[src/rtl/irq_timer_gen.sv]
// irq_timer_gen: line-derived tick counter driving per-channel IRQ/NMI
// sources, with CPU-mapped mask/ack/config/bank registers and status read.
module irq_timer_gen #(
    parameter int          NCH     = 3,
    parameter int          TW      = 9,
    parameter int          LSH     = 4,
    parameter int          BKW     = 3,
    parameter logic [15:0] MASK_AD = 16'hE044,
    parameter logic [15:0] BANK_AD = 16'hF000,
    parameter logic [15:0] ACK_AD  = 16'hE045,
    parameter logic [15:0] STAT_AD = 16'hE046,
    parameter logic [15:0] CFG_AD  = 16'hE048
) (
    input  logic           CPUCL,
    input  logic           RESET_n,
    input  logic [8:0]     PV,
    input  logic [15:0]    CPUAD,
    input  logic [7:0]     CPUWD,
    input  logic           CPUWE,
    input  logic           CPURE,
    output logic           cpu_irq,
    output logic           cpu_nmi,
    output logic [BKW-1:0] ROMBK,
    output logic [NCH-1:0] PEND,
    output logic           STDV,
    output logic [7:0]     STRD
);

    localparam logic [4:0] TW5 = 5'(TW);

    logic [TW-1:0]  tick_q, tick_d;
    logic           sync_q, sync_d;
    logic [8:0]     ppv_q, ppv_d;
    logic [NCH-1:0] mask_q, mask_d;
    logic [NCH-1:0] pend_q, pend_d;
    logic [BKW-1:0] bank_q, bank_d;
    logic [4:0]     cfg_q [NCH];
    logic [4:0]     cfg_d [NCH];

    logic           we_mask, we_ack, we_bank, we_cfg, wr_any;
    logic [15:0]    cfg_off;
    logic           line_ev;
    logic [TW-1:0]  rise;
    logic [15:0]    rise16;
    logic [NCH-1:0] fire;
    logic [NCH-1:0] route;

    // Register power-on config: ch0 is the NMI heartbeat, others IRQ.
    function automatic logic [4:0] cfg_rst(int c);
        case (c)
            0:       cfg_rst = 5'b1_0000;
            1:       cfg_rst = 5'b0_0011;
            2:       cfg_rst = 5'b0_0100;
            default: cfg_rst = 5'b0_1111;
        endcase
    endfunction

    assign we_mask = CPUWE & (CPUAD == MASK_AD);
    assign we_ack  = CPUWE & (CPUAD == ACK_AD);
    assign we_bank = CPUWE & (CPUAD == BANK_AD);
    assign cfg_off = CPUAD - CFG_AD;
    assign we_cfg  = CPUWE & (cfg_off < 16'(NCH));
    assign wr_any  = we_mask | we_ack | we_bank | we_cfg;

    assign line_ev = (PV != ppv_q) && (PV[LSH-1:0] == '0);
    assign rise    = ~tick_q & (tick_q + TW'(1));
    assign rise16  = 16'(rise);

    // Per-channel fire condition and routing, out-of-range selects masked.
    always_comb begin
        fire  = '0;
        route = '0;
        for (int c = 0; c < NCH; c++) begin
            route[c] = cfg_q[c][4];
            fire[c]  = rise16[cfg_q[c][3:0]] & mask_q[c]
                     & ({1'b0, cfg_q[c][3:0]} < TW5);
        end
    end

    // Next state: CPU writes win; a colliding line event waits a cycle.
    always_comb begin
        tick_d = tick_q;
        sync_d = sync_q;
        ppv_d  = ppv_q;
        mask_d = mask_q;
        pend_d = pend_q;
        bank_d = bank_q;
        cfg_d  = cfg_q;
        if (wr_any) begin
            if (we_mask) begin
                mask_d = CPUWD[NCH-1:0];
                pend_d = pend_d & CPUWD[NCH-1:0];
            end
            if (we_ack) begin
                pend_d = pend_d & ~CPUWD[NCH-1:0];
            end
            if (we_bank) begin
                bank_d = CPUWD[7:8-BKW];
            end
            for (int c = 0; c < NCH; c++) begin
                if (we_cfg && (cfg_off == 16'(c))) begin
                    cfg_d[c] = CPUWD[4:0];
                end
            end
        end else if (line_ev) begin
            ppv_d = PV;
            if (sync_q && (PV == 9'd0)) begin
                tick_d = '0;
                sync_d = 1'b0;
            end else begin
                tick_d = tick_q + TW'(1);
            end
            pend_d = fire;
        end
    end

    // State register, updated on the falling CPU clock edge.
    always_ff @(negedge CPUCL or negedge RESET_n) begin
        if (!RESET_n) begin
            tick_q <= '0;
            sync_q <= 1'b1;
            ppv_q  <= 9'h1FF;
            mask_q <= '0;
            pend_q <= '0;
            bank_q <= '0;
            for (int c = 0; c < NCH; c++) begin
                cfg_q[c] <= cfg_rst(c);
            end
        end else begin
            tick_q <= tick_d;
            sync_q <= sync_d;
            ppv_q  <= ppv_d;
            mask_q <= mask_d;
            pend_q <= pend_d;
            bank_q <= bank_d;
            cfg_q  <= cfg_d;
        end
    end

    assign cpu_nmi = |(pend_q & route);
    assign cpu_irq = |(pend_q & ~route);
    assign ROMBK   = bank_q;
    assign PEND    = pend_q;
    assign STDV    = CPURE & (CPUAD == STAT_AD);
    assign STRD    = 8'(pend_q);

endmodule

[config.mk]
export PLATFORM = sky130hd
export DESIGN_NAME = irq_timer_gen
export DESIGN_NICKNAME = d
export VERILOG_FILES = /design/src/rtl/irq_timer_gen.sv
export SDC_FILE = /design/constraint.sdc
export NUM_CORES = 1
export LEC_CHECK = 0
export BUFFER_PORTS_ARGS = -buffer_cell sky130_fd_sc_hd__buf_2
export CAP_MARGIN = 20
export CORE_UTILIZATION = 50
export CTS_BUF_LIST = sky130_fd_sc_hd__clkbuf_4 sky130_fd_sc_hd__clkbuf_8 sky130_fd_sc_hd__clkbuf_16
export DETAILED_ROUTE_END_ITERATION = 8
export PLACE_DENSITY = 0.77
export SETUP_SLACK_MARGIN = 0.1
export SKIP_CTS_REPAIR_TIMING = 1
export SLEW_MARGIN = 20
export SYNTH_ARGS = -nofsm -noshare
export SYNTH_HDL_FRONTEND = slang
export SYNTH_SLANG_ARGS = --single-unit
[constraint.sdc]
create_clock -name CPUCL -period 2.29 [get_ports CPUCL]
set_clock_uncertainty 0.05 [all_clocks]
set_input_delay 0.1145 -clock CPUCL [delete_from_list [all_inputs] [get_ports CPUCL]]
set_output_delay 0.1145 -clock CPUCL [all_outputs]
set_load 0.01 [all_outputs]
==> results of run 1 <==
## area by class of cell
| type | instances | share of cell area [%] |
|---|---|---|
| multi-input combinational | 179 | 42.4 |
| sequential | 43 | 29.8 |
| timing repair buffer | 97 | 20.0 |
| tap | 70 | 2.39 |
| clock buffer | 6 | 2.25 |
| clock inverter | 16 | 1.67 |
| inverter | 15 | 1.53 |
## state kept, by name, summed over array words and instances, names as in the netlist
register and count:
cfg_q 15, ppv_q 9, tick_q 9, PEND 3
ROMBK 3, mask_q 3, sync_q 1
## critical path: cells and delay by family
family	cells	cell delay, ns
buf+inv	1	0.09
compound gates	1	0.29
simple gates	4	1.69
mux	1	0.35
## per-layer routing
layer | share of wire [%] | vias up | track usage (%) | wire [µm]
li1 | - | 1093 | - | -
met1 | 43 | 1106 | 30.2 | 2700
met2 | 50 | 80 | 40.2 | 3170
met3 | 5.0 | 8 | 5.09 | 313
met4 | 1.4 | 0 | 6.71 | 89
met5 | 0 | - | 0 | 0
## report_power, final
part | internal (mW) | switching (mW)
clock network | 0.272 | 0.326
registers | 0.851 | 0.0555
logic | 0.318 | 0.266
## Yosys cell counts, types with 2 or more instances
cell type,n,area (µm²)
inv_1,16,60.1
nor2b_1,7,43.8
and3_1,8,50.1
nand3_1,5,25.0
nor4_1,4,25.0
nand2_1,7,26.3
and3b_1,2,17.5
xor2_1,10,87.6
nand4b_1,2,17.5
a211o_1,2,17.5
mux2i_1,5,50.1
a211oi_1,3,22.5
nand3b_1,2,15.0
mux4_2,3,67.6
xnor2_1,4,35.0
dfrtn_1,29,726
dfstp_2,14,368
a21oi_1,7,35.0
buf_4,10,75.1
nor2_1,16,60.1
o21ai_0,11,55.1
and4b_1,2,20.0
nand4_1,3,18.8
nand2b_1,4,25.0
nor3_1,7,35.0
ha_1,10,125
mux2_2,35,394
## path summary, 6_finish.rpt
check,start,endpoint,slack [ns]
max in group asynchronous,RESET_n,cfg_q[5],0.93
min reg2reg,ROMBK[2],ROMBK[2],0.40
min,ROMBK[2],ROMBK[2],0.40
max reg2reg,tick_q[0],PEND[2],-0.05
max,CPUAD[8],cfg_q[9],-1.29
min in group asynchronous,RESET_n,cfg_q[1],0.69
## cells by family after synthesis
logic type	share of synthesized area, %
and+or+nand+nor	16.8
muxes	19.3
DFF	41.3
AOI/OAI and AO/OA	7.74
buffers and inverters	5.38
xor gates and xnor gates	4.63
adders and majority gates	4.72
other	0.142
==> qor.yml, run 1 <==
status: "finished, violations left"
failed_checks: "setup timing"
ant_nets: 0
die_area_um2: 5600
multi_input_area_um2: 1560
cts_buffers: 5
crit_type: "input pin to flip-flop"
finalSetupViolations: 45
htree_num_levels: 2
max-vdd-ir-drop_mv: 0.434
async_flop_share_pct: 100
drive_above_1_share_pct: 48.6
rr_worst_depth: 8
via_per_inst: 5.37
p_per_area_nw_per_um2: 569
crit_path_max_fanout: 5
holdPathStages: 1
gp_congestion: 0.933
fillCellCount: 373
die_w_um: 74.8
register_area_um2: 1090
firstDrtPassIters: 4
hold_viol_final: 0
cpPeakStageDelay_ns: 0.53
cp-start-kind: "input pin"
placed_cell_area_um2: 3340
leakage_nw: 1.79
maxCapViolCount: 0
worstHoldPathType: "flip-flop to flip-flop"
drt_iter0_markers: 104
clk_latency_ns: 0.36
syn_to_final_growth_pct: 38.5
cts_root_buffer: "clkbuf_8"
io_pins: 54
core_region_area_um2: 5110
ys_warn_count: 0
grt_pass1_vias: 2177
final_cell_mix: "buf_2 (40), buf_4 (38), mux2_2 (31)"
grt_max_degree: 19
arrival_ns: 2.53
finalWirelength_mm: 6.28
grt.overflow.total: 0
final_core_util_pct: 71.9
grt_pass1_wl_mm: 9.87
rsz0062_at_grt: "true"
cts_tree: "built"
fin_nets: 402
antenna_cells: 0
syn_avg_cell_area_um2: 10.8
wire_per_inst_um: 14.7
slew_violations: 0
worstPathRequired_ns: 1.24
num_rows: 26
critPathCaptureType: "flip-flop"
cts_num_sinks: 43
ys_ff_latch: 43
via_count: 2287
initial_core_util_pct: 51.9
cp_cell_sequence: "buf_6, or4_4, or3_4, or4b_4, a211oi_4, nand4b_1, mux2_2"
chipHeight_um: 74.8
post-place-ws_ns: -1.73
port_buffers: 48
cts.path.max_buffers: 2
instances_no_fill: 426
slowest_stage: "or4_4"
clkTransAtPathRegs_ns: 0.05
power_mw: 2.09
ys_seq_area_share_pct: 41.3
synthFlopType: "dfrtn_1"
layout_commonest_cell: "buf_2"
synth.distinct_cells: 45
dpl.cell_count: 401
layout_setup_ws_ns: -1.29
dp_hpwl_mm: 4.84
whs_ns: 0.402
setup_tns_ns: -46.52
grtUsageTotal_pct: 23.6
syn-cell-area_um2: 2650
drc_errors: 0
synth_edf_count: 0
antenna_found_initial: 0
netlist_instances: 246
postLayoutCellArea_um2: 3670
No activity file was read; power rests on OpenSTA's default activity.
==> run 2: changes to the inputs <==
Settings changed: SKIP_CTS_REPAIR_TIMING 1 to default.
==> run 2 against run 1 <==
The run still ends with setup timing left. Sequential share of layout area decreased by 0.43 points. Register-to-register slack improved by 0.03 ns. Cell count is 0.47% higher. Via count is 3.4% higher. Utilization grew 1.1 points. Critical path depth increased by 1. Die area unchanged.
==> qor.yml, run 2 (synthesized netlist as in run 1, its figures left out) <==
cts_root_buffer: "clkbuf_8"
maxCapViolCount: 0  # unchanged
rr_worst_depth: 8  # unchanged
htree_num_levels: 2  # unchanged
crit_type: "input pin to flip-flop"
dp_hpwl_mm: 4.84  # unchanged
port_buffers: 48  # unchanged
largest_register_ff_count: 15  # unchanged
final_cell_mix: "buf_2 (39), buf_4 (36), mux2_2 (30)"
cts.path.max_buffers: 2  # unchanged
grt_max_degree: 18  # -1
wire_per_inst_um: 15.6  # +5.9%
slew_violations: 0  # unchanged
die_area_um2: 5600  # unchanged
num_rows: 26  # unchanged
critPathCaptureType: "flip-flop"
via_count: 2364  # +3.4%
setup_tns_ns: -46.93  # -0.415 ns
top_register: "cfg_q"
whs_ns: 0.401  # -0.000419 ns
via_per_inst: 5.52  # +2.9%
rsz0062_at_grt: "true"
io_pins: 54  # unchanged
layout_commonest_cell: "buf_2"
finalWirelength_mm: 6.68  # +6.4%
largestRegisters: "cfg_q x15, ppv_q x9, tick_q x9"
rrSetupSlack_ns: -0.02  # +0.03 ns
grt_pass1_wl_mm: 10.5  # +6.4%
holdPathStages: 1  # unchanged
clkTransAtPathRegs_ns: 0.06  # about the same
antenna_found_initial: 0  # unchanged
cp-start-kind: "input pin"
syn_to_final_growth_pct: 40.6
finalSetupViolations: 46  # +2.2%
hold_viol_final: 0  # unchanged
drc_errors: 0  # unchanged
fillCellCount: 362  # -2.9%
reg2reg_to: "PEND[2]"
cts_tree: "built"
r2r-start: "tick_q[0]"
arrival_ns: 2.51  # -0.02 ns
initial_core_util_pct: 51.9  # unchanged
hold_start: "ROMBK[2]"
firstDrtPassIters: 4  # unchanged
failed_checks: "setup timing"
fin_nets: 404  # +0.50%
status: "finished, violations left"
multi_input_area_um2: 1560  # +0.32%
clk_latency_ns: 0.36  # about the same
cts_buffers: 5  # unchanged
crit_path_max_fanout: 4  # -1
ant_nets: 0  # unchanged
worstPathRequired_ns: 1.24  # about the same
core_region_area_um2: 5110  # unchanged
antenna_cells: 0  # unchanged
drt_iter0_markers: 127  # +22%
grt_pass1_vias: 2282  # +4.8%
grt.overflow.total: 0  # unchanged
chipHeight_um: 74.8  # unchanged
grtUsageTotal_pct: 25.3  # +1.7 points
gp_congestion: 0.933  # unchanged
drive_above_1_share_pct: 49.4  # +0.85 points
max-vdd-ir-drop_mv: 0.460  # +6.0%
register_area_um2: 1090  # unchanged
p_per_area_nw_per_um2: 566  # -0.50%
cts_num_sinks: 43  # unchanged
die_w_um: 74.8  # unchanged
layout_setup_ws_ns: -1.27  # +0.0228 ns
worstHoldPathType: "flip-flop to flip-flop"
leakage_nw: 1.82  # +1.5%
holdPathEnd: "ROMBK[2]"
run 2: changes by cell type in the layout (fill, tap and decap cells not counted), sizes merged:
cell  before  now
buf       97   99
run 2: how the worst max path moves through the flow:
stage             start       end  slack, ns
4_1_cts        CPUAD[8]  cfg_q[9]      -1.27
3_3_place_gp   CPUAD[8]  cfg_q[7]      -1.57
6_report       CPUAD[8]  cfg_q[7]      -1.27
3_5_place_dp   CPUAD[8]  cfg_q[9]      -1.73
5_1_grt        CPUAD[8]  cfg_q[7]      -1.31
2_1_floorplan  CPUAD[8]  cfg_q[7]      -1.44
run 2: layout make-up:
class                      instances  share of cell area (%)
clock buffer                       6                    2.22
inverter                          15                    1.51
clock inverter                    16                    1.65
timing repair buffer              99                    21.0
tap                               70                    2.35
multi-input combinational        179                    41.9
sequential                        43                    29.4
run 2: worst max-delay path, stage by stage:
cell	delay (ns)
buf_6	0.09
or4_4	0.53
or3_4	0.34
or4b_4	0.53
a211oi_4	0.29
nand4b_1	0.16
buf_6	0.16
mux2_4	0.29
run 2: per-layer routing:
metal | GRT usage (%) | wire length, µm
met1 | 31.0 | 2800
met2 | 44.4 | 3430
met3 | 5.09 | 299
met4 | 8.39 | 146
met5 | 0 | 0
run 2: what timing repair did:
item / 4_1_cts / 5_1_grt
resized for setup: 30 / 8
setup endpoints to repair: 51 / 52
buffers inserted: 6 / 3
pin swaps: 8 / 3
hold buffers: 0 / 0
run 2: where the power goes:
part	internal (mW)	total [mW]	leakage, nW	switching, mW
clock	0.272	0.606	0.123	0.334
sequential	0.851	0.906	0.542	0.0553
combinational	0.323	0.595	1.15	0.272
run 2: through the flow:
step | setup WS (ns) | power, mW | std cells | utilization (%) | cell area [µm²]
after CTS | -1.27 | 2.10 | 427 | 72.0 | 3680
after global routing | -1.31 | 2.25 | 428 | 72.9 | 3720
after detailed placement | -1.73 | 1.52 | 401 | 65.4 | 3340
after floorplan | -1.44 | 1.28 | 250 | - | 2720
after global placement | -1.57 | 1.48 | 401 | 65.4 | 3340
final | -1.27 | 2.11 | 428 | 72.9 | 3720
==> run 3: changes to the inputs <==
Settings changed: CORE_UTILIZATION 50 to 55, GPL_ROUTABILITY_DRIVEN from default to 1, PLACE_DENSITY 0.77 to 0.8.
Clock period 2.29 ns to 3.4 ns, I/O delays scaled along.
==> run 3 against run 2 <==
The flow still finishes with violations (setup timing). Routed wire length shrank 10%. Clock-buffer cell count up 1. Via count fell by 7.5%. Sequential share of layout area grew 2.1 points. Worst setup slack gained 0.49 ns. Cell count fell by 7.7%. Global-route usage up 0.15 points. Register-to-register slack improved by 0.98 ns. Flip-flop and latch count unchanged. Non-clock buffer count is 15 lower. Critical endpoint unchanged. Largest cell class unchanged.
==> qor.yml, run 3 (synthesized netlist as in run 1, its figures left out) <==
maxCapViolCount: 0  # unchanged
crit_path_max_fanout: 5  # +1
max-vdd-ir-drop_mv: 0.433  # -5.8%
p_per_area_nw_per_um2: 404  # -29%
rrSetupSlack_ns: 0.96  # +0.98 ns
grt_pass1_wl_mm: 9.97  # -5.1%
finalSetupViolations: 37  # -20%
gp_congestion: 0.853  # -8.6%
initial_core_util_pct: 58.8  # +6.9 points
die_w_um: 71.4  # -4.5%
arrival_ns: 2.57  # +0.06 ns
layout_commonest_cell: "buf_2"
layout_setup_ws_ns: -0.778  # +0.490 ns
cts.path.max_buffers: 2  # unchanged
cts_tree: "built"
rsz0062_at_grt: "true"
leakage_nw: 1.73  # -4.8%
setup_tns_ns: -24.83  # +22.10 ns
clk_latency_ns: 0.36  # about the same
via_count: 2187  # -7.5%
via_per_inst: 5.54  # +0.24%
chipHeight_um: 71.4  # -4.5%
ant_nets: 0  # unchanged
largestRegisters: "cfg_q x15, ppv_q x9, tick_q x9"
drive_above_1_share_pct: 46.6  # -2.8 points
final_core_util_pct: 77.3  # +4.3 points
slew_violations: 0  # unchanged
clkTransAtPathRegs_ns: 0.06  # about the same
grtUsageTotal_pct: 25.4  # +0.15 points
crit_type: "input pin to flip-flop"
grt_max_degree: 44  # +26
num_rows: 24  # -7.7%
port_buffers: 48  # unchanged
syn_to_final_growth_pct: 31.4
die_area_um2: 5100  # -8.8%
worstPathRequired_ns: 1.79  # +0.55 ns
firstDrtPassIters: 4  # unchanged
antenna_found_initial: 0  # unchanged
failed_checks: "setup timing"
worst_slew_pin_slew_ns: 0.537
status: "finished, violations left"
largest_register_ff_count: 15  # unchanged
cts_root_buffer: "clkbuf_8"
cts_num_sinks: 43  # unchanged
hold_viol_final: 0  # unchanged
postLayoutCellArea_um2: 3480  # -6.6%
final_cell_mix: "buf_2 (47), mux2_2 (30), buf_4 (30)"
top_register: "cfg_q"
fin_nets: 389  # -3.7%
whs_ns: 0.402  # +0.000480 ns
worstHoldPathType: "flip-flop to flip-flop"
post-place-ws_ns: -1.11  # +0.621 ns
finalWirelength_mm: 6.01  # -10%
drt_iter0_markers: 134  # +5.5%
htree_num_levels: 2  # unchanged
io_pins: 54  # unchanged
wire_per_inst_um: 15.2  # -2.6%
core_region_area_um2: 4500  # -12%
max_slew_margin_pct: 64.2
placed_cell_area_um2: 3180  # -4.9%
cts_buffers: 5  # unchanged
cp-start-kind: "input pin"
drc_errors: 0  # unchanged
grt_pass1_vias: 2123  # -7.0%
dp_hpwl_mm: 4.31  # -11%
critPathCaptureType: "flip-flop"
antenna_cells: 0  # unchanged
grt.overflow.total: 0  # unchanged
-- run 3: report_power, final --
part / total, mW / internal [mW] / switching, mW
Combinational: 0.337 / 0.178 / 0.159
Sequential: 0.622 / 0.573 / 0.0491
Clock: 0.447 / 0.221 / 0.226
-- run 3: final cells by class --
class,count,area (µm²)
clock buffer,7,101
clock inverter,15,61.3
fill,288,1020
inverter,15,56.3
multi-input combinational,179,1530
sequential,43,1090
tap,52,65.1
timing repair buffer,84,569
-- run 3: repair_timing --
action,CTS,global route
pin swaps,6,3
setup buffers,2,1
resized for setup,17,9
endpoints found under the setup margin,40,43
hold buffers,0,0
-- run 3: through the flow --
stage          total power [mW]  cells
2_1_floorplan             0.858    250
3_3_place_gp              0.959    371
3_5_place_dp              0.977    371
4_1_cts                    1.41    394
5_1_grt                    1.50    395
6_report                   1.41    395
-- run 3: worst paths after layout --
path	from	endpoint	cells past startpoint
setup / recovery	CPUAD[8]	cfg_q[7]	8
max in group asynchronous	RESET_n	cfg_q[2]	2
min in group asynchronous	RESET_n	cfg_q[4]	2
hold reg to reg	ROMBK[0]	ROMBK[0]	1
setup reg to reg	tick_q[0]	PEND[0]	8
hold / removal	ROMBK[0]	ROMBK[0]	1
-- run 3: per-layer routing --
layer | up-vias | global-route usage (%) | wire length (µm)
li1 | 1067 | - | -
met1 | 1068 | 33.8 | 2780
met5 | - | 0 | 0
met2 | 46 | 43.8 | 2970
met3 | 6 | 4.08 | 228
met4 | 0 | 6.00 | 31
-- run 3: critical path: stages --
cell	delay (ns)
buf_6	0.09
or4_4	0.52
or3_4	0.34
or4b_4	0.53
a211oi_4	0.30
nand4b_1	0.16
buf_6	0.16
mux2_4	0.29
